==> src/rtl/uart_byte_rx.sv <==
// Serial byte receiver: idle-high line, one-cycle start bit (or init mode), MSB-first data.
// A completed byte is offered through a one-entry valid/ready buffer with a sticky overrun flag.
module uart_byte_rx #(
  parameter int unsigned BYTE_SIZE = 8
) (
  input  logic                 CLK,
  input  logic                 RST,
  input  logic                 en,
  input  logic                 init_en,
  input  logic                 i_bit,
  output logic [BYTE_SIZE-1:0] out_data,
  output logic                 out_valid,
  input  logic                 out_ready,
  output logic                 busy,
  output logic                 overrun
);

  localparam int unsigned CNT_W = (BYTE_SIZE > 1) ? $clog2(BYTE_SIZE) : 1;
  localparam logic [CNT_W-1:0] CNT_LAST = CNT_W'(BYTE_SIZE - 1);

  localparam logic [0:0] ST_IDLE = 1'b0;
  localparam logic [0:0] ST_DATA = 1'b1;

  logic [0:0]           state_q, state_d;
  logic [CNT_W-1:0]     cnt_q, cnt_d;
  logic [BYTE_SIZE-1:0] shreg_q, shreg_d;
  logic                 done_q, done_d;
  logic [BYTE_SIZE-1:0] out_data_d;
  logic                 out_valid_d;
  logic                 overrun_d;
  logic                 handshake_c;

  assign handshake_c = out_valid && out_ready;
  assign busy        = (state_q == ST_DATA);

  // State and datapath registers
  always_ff @(posedge CLK or negedge RST) begin
    if (!RST) begin
      state_q   <= ST_IDLE;
      cnt_q     <= '0;
      shreg_q   <= '0;
      done_q    <= 1'b0;
      out_data  <= '0;
      out_valid <= 1'b0;
      overrun   <= 1'b0;
    end else begin
      state_q   <= state_d;
      cnt_q     <= cnt_d;
      shreg_q   <= shreg_d;
      done_q    <= done_d;
      out_data  <= out_data_d;
      out_valid <= out_valid_d;
      overrun   <= overrun_d;
    end
  end

  // Next-state, shift register and output buffer logic
  always_comb begin
    state_d     = state_q;
    cnt_d       = cnt_q;
    shreg_d     = shreg_q;
    done_d      = 1'b0;
    out_data_d  = out_data;
    out_valid_d = out_valid;
    overrun_d   = overrun;

    if (!en) begin
      state_d = ST_IDLE;
      cnt_d   = '0;
    end else begin
      case (state_q)
        ST_IDLE: begin
          if (init_en) begin
            state_d = ST_DATA;
            shreg_d = {shreg_q[BYTE_SIZE-2:0], i_bit};
            cnt_d   = CNT_W'(1);
          end else if (!i_bit) begin
            state_d = ST_DATA;
            cnt_d   = '0;
          end
        end
        ST_DATA: begin
          shreg_d = {shreg_q[BYTE_SIZE-2:0], i_bit};
          if (cnt_q == CNT_LAST) begin
            state_d = ST_IDLE;
            cnt_d   = '0;
            done_d  = 1'b1;
          end else begin
            cnt_d = cnt_q + CNT_W'(1);
          end
        end
        default: begin
          state_d = ST_IDLE;
          cnt_d   = '0;
        end
      endcase
    end

    // The assembled byte is presented one cycle after its LSB; the shift register
    // holds still during that cycle unless init mode starts the next byte.
    if (done_q) begin
      if (!out_valid || out_ready) begin
        out_data_d  = shreg_q;
        out_valid_d = 1'b1;
      end else begin
        overrun_d = 1'b1;
      end
    end else if (handshake_c) begin
      out_valid_d = 1'b0;
    end

    if (!en) begin
      overrun_d = 1'b0;
    end
  end

endmodule

==> config.mk <==
export PLATFORM = sky130hd
export DESIGN_NAME = uart_byte_rx
export DESIGN_NICKNAME = d
export VERILOG_FILES = /design/src/rtl/uart_byte_rx.sv
export SDC_FILE = /design/constraint.sdc
export NUM_CORES = 1
export LEC_CHECK = 0
export CAP_MARGIN = 20
export CORE_MARGIN = 2
export CORE_UTILIZATION = 28
export CTS_CLUSTER_DIAMETER = 60
export DETAILED_ROUTE_END_ITERATION = 8
export HOLD_SLACK_MARGIN = 0.06
export PLACE_DENSITY = 0.46
export SLEW_MARGIN = 20
export SYNTH_ARGS = -nofsm -noshare
export SYNTH_HDL_FRONTEND = slang
export SYNTH_SLANG_ARGS = --single-unit
==> constraint.sdc <==
create_clock -name CLK -period 3.2 [get_ports CLK]
set_clock_uncertainty 0.05 [all_clocks]
set_input_delay 0.32 -clock CLK [delete_from_list [all_inputs] [get_ports CLK]]
set_output_delay 0.32 -clock CLK [all_outputs]
set_load 0.02 [all_outputs]
==> results.yml, run 1 <==
cts:
  path_clk_slew_ns: 0.12
  post_cts_buffers: 0
  clock_latency_ns: 0.30
  cts_resized: 0
  clockRootBuffer: "clkbuf_4"
  clockBufferDepth: 2
  cts_buffers: 3
  cts_hold_buf: 0
  clkSinkCount: 23
  htreeDepth: 1
  cts_tree: "done"
timing:
  rsz0062_at_grt: "no"
  setup_viol: 0
  relSlewSlack: 0.7178
  fin_crit_ns: 1.874
  worst_pin_slew_ns: 0.4233
  timing.final.max_slew_violations: 0
  hold_violations: 0
  fmax_mhz: 533.5
  fin_crit_sh: 0.5857
  tns_ns: 0
global_route:
  met1_usage: 0.1162
  antenna_found_initial: 0
  top_usage_layer: "met2"
  met3_usage: 0.01863
  grt_max_degree: 24
  gr-usage-met2: 0.1414
  grt_pass1_wl_um: 2518
  gr-total-overflow: 0
  first_global_vias: 572
  grt_util_all_layers: 0.09339
synthesis:
  synth_top_area_share: 0.6150
  synthTopCellsByArea: "dfrtp_1 61%, mux2_2 18%, ha_1 4.0%"
  synth_area_per_cell_um2: 14.62
  ys.flop_type: "dfrtp_1"
  syn_area_um2: 935.9
  synth_edf_count: 0
  synthDistinctLibCells: 21
  ys_seq_area_frac: 0.6150
  synth_largest_area_cell: "dfrtp_1"
  synth-seq-cells: 23
  yosysWarnings: 0
  syn_inst: 64
  async_reset_ff_frac: 1.000
  syn_nets: 73
worst_setup_path:
  start_kind: "flop"
  path_buf_inv: 1
  r2r-end: "shreg_q[1]"
  critPathKind: "reg -> out"
  cp_slowest_cell: "clkdlybuf4s50_1"
  path_cells: "clkdlybuf4s50_1"
  arrival_ns: 1.50
  reg2reg_depth: 2
  critPathCaptureType: "output pin"
  critical-path-top-delay-family: "buffers and inverters"
  crit_path_max_incr_delay_ns: 0.67
  required_ns: 2.83
  regToRegStartpoint: "busy"
  reg2reg_slack_ns: 1.76
  critPathMaxFanout: 11
power:
  power.switching_mw: 0.1324
  total_leakage_power_nw: 0.5479
  seqPwrFrac: 0.648
  p_sw_frac: 0.2394
  comb_power_share: 0.117
  power.density_mw_per_mm2: 471.2
  intPower_mw: 0.4207
  p_total_mw: 0.5530
  p_clk_frac: 0.236
  peakVddDrop_mv: 0.09620
floorplanning:
  rows: 20
  die_area_mm2: 0.003821
  ios: 17
  die_h_um: 61.82
  start_util: 0.2992
  coreArea_mm2: 0.003128
  die_w_um: 61.82
place:
  gp_congestion: 0.7200
  dp_hpwl_um: 1004
  dp_cells: 124
  port_buffers: 16
finish:
  syn2layout_area_growth_pct: 25.40
  drive_gt1_frac: 0.2857
  nets: 94
  fillCellCount: 327
  stdcell_count: 128
  layout_common_cells: "23 x dfrtp_1, 16 x clkdlybuf4s50_1, 15 x mux2_2"
  antenna_cells: 0
  final_common_cell: "dfrtp_1"
worst_hold_path:
  hp-class: "in -> async"
route:
  postRouteAntennaNets: 0
  drt_wl_total_um: 1445
  drc: 0
  avgRoutedWirePerCell_um: 11.29
  vias: 553
  first_iter_violations: 9
  routed_via_density: 4.320
  dr.pass1.iters: 3
flow_run:
  maxCapViolations: 0
run_status:
  outcome: "finished, final reports clean"
power by group through the flow:
stage,combinational [mW],sequential [mW],clock [mW]
after global placement,0.0648,0.365,0
after detailed placement,0.0660,0.366,0
after floorplan,0.0467,0.355,0
final,0.0645,0.358,0.130
after CTS,0.0662,0.360,0.142
after global routing,0.0715,0.365,0.152
cells in the mapped netlist, types with 2 or more instances:
master	instances
o21ai_0	2
nand2_1	4
ha_1	3
dfrtp_1	23
mux2_2	15
inv_1	2
state kept, by name, summed over array words and instances, names as in the netlist:
register,count
busy,1
done_q,1
out_data,8
shreg_q,8
out_valid,1
overrun,1
cnt_q,3
layer usage:
| layer | share of wire | vias up | wire (um) |
|---|---|---|---|
| met3 | 0.029 | 2 | 42 |
| met4 | 0.019 | 0 | 27 |
| li1 | - | 267 | - |
| met1 | 0.47 | 275 | 679 |
| met5 | 0 | - | 0 |
| met2 | 0.48 | 9 | 696 |
per-stage QoR:
step / hold WS (ns) / worst slack, ns / instance area, um^2 / util
after floorplan: -0.02559 / 1.772 / 935.9 / -
after global placement: 0.4000 / 1.423 / 1147 / 0.3668
after detailed placement: 0.3992 / 1.398 / 1147 / 0.3668
after CTS: 0.2969 / 1.293 / 1174 / 0.3752
after global routing: 0.3195 / 1.238 / 1174 / 0.3752
final: 0.3027 / 1.326 / 1174 / 0.3752
cells by family after synthesis:
group,count (synthesis),share of synthesized area
compound gates,8,0.06417
simple gates,12,0.08022
flops,23,0.6150
mux,15,0.1805
buf+inv,3,0.02006
fa+ha+maj,3,0.04011
worst register-to-register path, cell delays in order (launching register included):
cell     delay (ns)
dfrtp_1        0.50
o21ai_2        0.40
mux2_2         0.39
layout make-up:
class,count,area [um^2],area share
Clock buffer,4,26.28,0.02239
Inverter,2,7.507,0.006397
Multi-Input combinational cell,38,341.6,0.2910
Sequential cell,23,575.6,0.4904
Tap cell,44,55.05,0.04691
Timing Repair Buffer,17,167.7,0.1429
worst max path at each step:
stage | from | to | slack, ns | cells past startpoint
after detailed placement | init_en | shreg_q[1] | 1.40 | 3
after global routing | busy | busy | 1.24 | 1
after floorplan | busy | shreg_q[1] | 1.77 | 3
final | busy | busy | 1.33 | 1
after global placement | init_en | shreg_q[1] | 1.42 | 3
after CTS | busy | busy | 1.29 | 1
No activity file was read; power rests on OpenSTA's default activity.
==> inputs of run 2 (changes only) <==
clock period = 1.9 ns   (was 3.2 ns; I/O delays follow)
==> results.yml, run 2 (synthesis gave the netlist of run 1 again) <==
run_status:
  outcome: "finished, final reports clean"
cts:
  clockRootBuffer: "clkbuf_4"
  cts_buffers: 3
  cts_resized: 0
  clockBufferDepth: 2
  htreeDepth: 1
  post_cts_buffers: 0
  clkSinkCount: 23
  cts_hold_buf: 0
  cts_tree: "done"
  clock_latency_ns: 0.31
  path_clk_slew_ns: 0.13
worst_setup_path:
  path_cells: "clkdlybuf4s50_1"
  cp_slowest_cell: "clkdlybuf4s50_1"
  critical-path-top-delay-family: "buffers and inverters"
  critPathMaxFanout: 11
  crit_path_max_incr_delay_ns: 0.67
  start_kind: "flop"
  critPathCaptureType: "output pin"
  critPathKind: "reg -> out"
  path_buf_inv: 1
  required_ns: 1.66
  arrival_ns: 1.53
route:
  vias: 558
  dr.pass1.iters: 4
  drt_wl_total_um: 1514
  routed_via_density: 4.326
  first_iter_violations: 14
  drc: 0
  avgRoutedWirePerCell_um: 11.74
  postRouteAntennaNets: 0
timing:
  fin_crit_ns: 1.771
  fin_crit_sh: 0.9319
  timing.final.max_slew_violations: 0
  worst_pin_slew_ns: 0.4123
  tns_ns: 0
  hold_violations: 0
  holdWs_ns: 0.1669
  relSlewSlack: 0.7251
  setup_viol: 0
  fmax_mhz: 564.8
  rsz0062_at_grt: "no"
global_route:
  gr-total-overflow: 0
  gr-usage-met2: 0.1504
  met3_usage: 0.01863
  top_usage_layer: "met2"
  antenna_found_initial: 0
  grt_util_all_layers: 0.1010
  first_global_vias: 587
  met1_usage: 0.1313
  grt_max_degree: 24
  grt_pass1_wl_um: 2704
floorplanning:
  die_w_um: 61.82
  rows: 20
  coreArea_mm2: 0.003128
  die_h_um: 61.82
  ios: 17
  start_util: 0.2992
  die_area_mm2: 0.003821
place:
  gp_congestion: 0.7202
  port_buffers: 16
  dp_hpwl_um: 1053
  place_area_mm2: 0.001155
finish:
  fin_area_mm2: 0.001182
  antenna_cells: 0
  nets: 95
  final_common_cell: "dfrtp_1"
  drive_gt1_frac: 0.3059
  syn2layout_area_growth_pct: 26.34
  layout_common_cells: "23 x dfrtp_1, 16 x clkdlybuf4s50_1, 15 x mux2_2"
  top_regs: "out_data: 8 flops, shreg_q: 8 flops, cnt_q: 3 flops"
  final_core_util: 0.3780
worst_hold_path:
  hp-class: "in -> async"
power:
  p_sw_frac: 0.2495
  total_leakage_power_nw: 0.5554
  comb_power_share: 0.118
  seqPwrFrac: 0.643
  intPower_mw: 0.7065
  power.switching_mw: 0.2349
  power.density_mw_per_mm2: 796.2
  p_clk_frac: 0.239
  peakVddDrop_mv: 0.2543
flow_run:
  maxCapViolations: 0
-- run 2: cell type report --
| cell class | instances | area, um^2 |
|---|---|---|
| clock buffer | 3 | 22.52 |
| sequential | 23 | 575.6 |
| clock inverter | 1 | 5.005 |
| timing repair buffer | 18 | 175.2 |
| inverter | 2 | 7.507 |
| multi-input combinational | 38 | 341.6 |
| fill | 310 | 1946 |
| tap | 44 | 55.05 |
-- run 2: per-stage QoR --
stage | setup WS, ns | cells | power [mW]
2_1_floorplan | 0.4716 | 64 | 0.6763
3_3_place_gp | 0.2538 | 125 | 0.7263
3_5_place_dp | 0.2204 | 125 | 0.7307
4_1_cts | 0.1224 | 129 | 0.9592
5_1_grt | 0.04329 | 129 | 1.007
6_report | 0.1293 | 129 | 0.9414
-- run 2: path summary, 6_finish.rpt --
check                        from     endpoint  slack [ns]  depth (start not counted)
min                           RST  out_data[0]        0.17                          2
min reg2reg                done_q    out_valid        0.43                          2
max                          busy         busy        0.13                          1
max in group asynchronous     RST         busy        1.39                          2
min in group CLK           done_q    out_valid        0.43                          2
max reg2reg                  busy   shreg_q[7]        0.46                          2
-- run 2: worst reg2reg max path: stages, from the launching register on --
cell and delay [ns]:
dfrtp_1 0.52, o21ai_2 0.40, mux2_2 0.38
-- run 2: layer usage --
| layer | vias up | share of wire |
|---|---|---|
| li1 | 270 | - |
| met1 | 273 | 0.47 |
| met2 | 13 | 0.48 |
| met3 | 2 | 0.029 |
| met4 | 0 | 0.018 |
| met5 | - | 0 |
-- run 2: power by group through the flow --
stage	logic (mW)	clock network, mW	registers, mW
2_1_floorplan	0.0786	0	0.598
3_3_place_gp	0.111	0	0.616
3_5_place_dp	0.114	0	0.616
4_1_cts	0.114	0.239	0.606
5_1_grt	0.123	0.266	0.617
6_report	0.111	0.225	0.605
==> inputs of run 3 (changes only) <==
TNS_END_PERCENT = 30   (was not set)
==> results of run 3 <==
No change in the layout: final DEF, timing and power equal those of run 2.
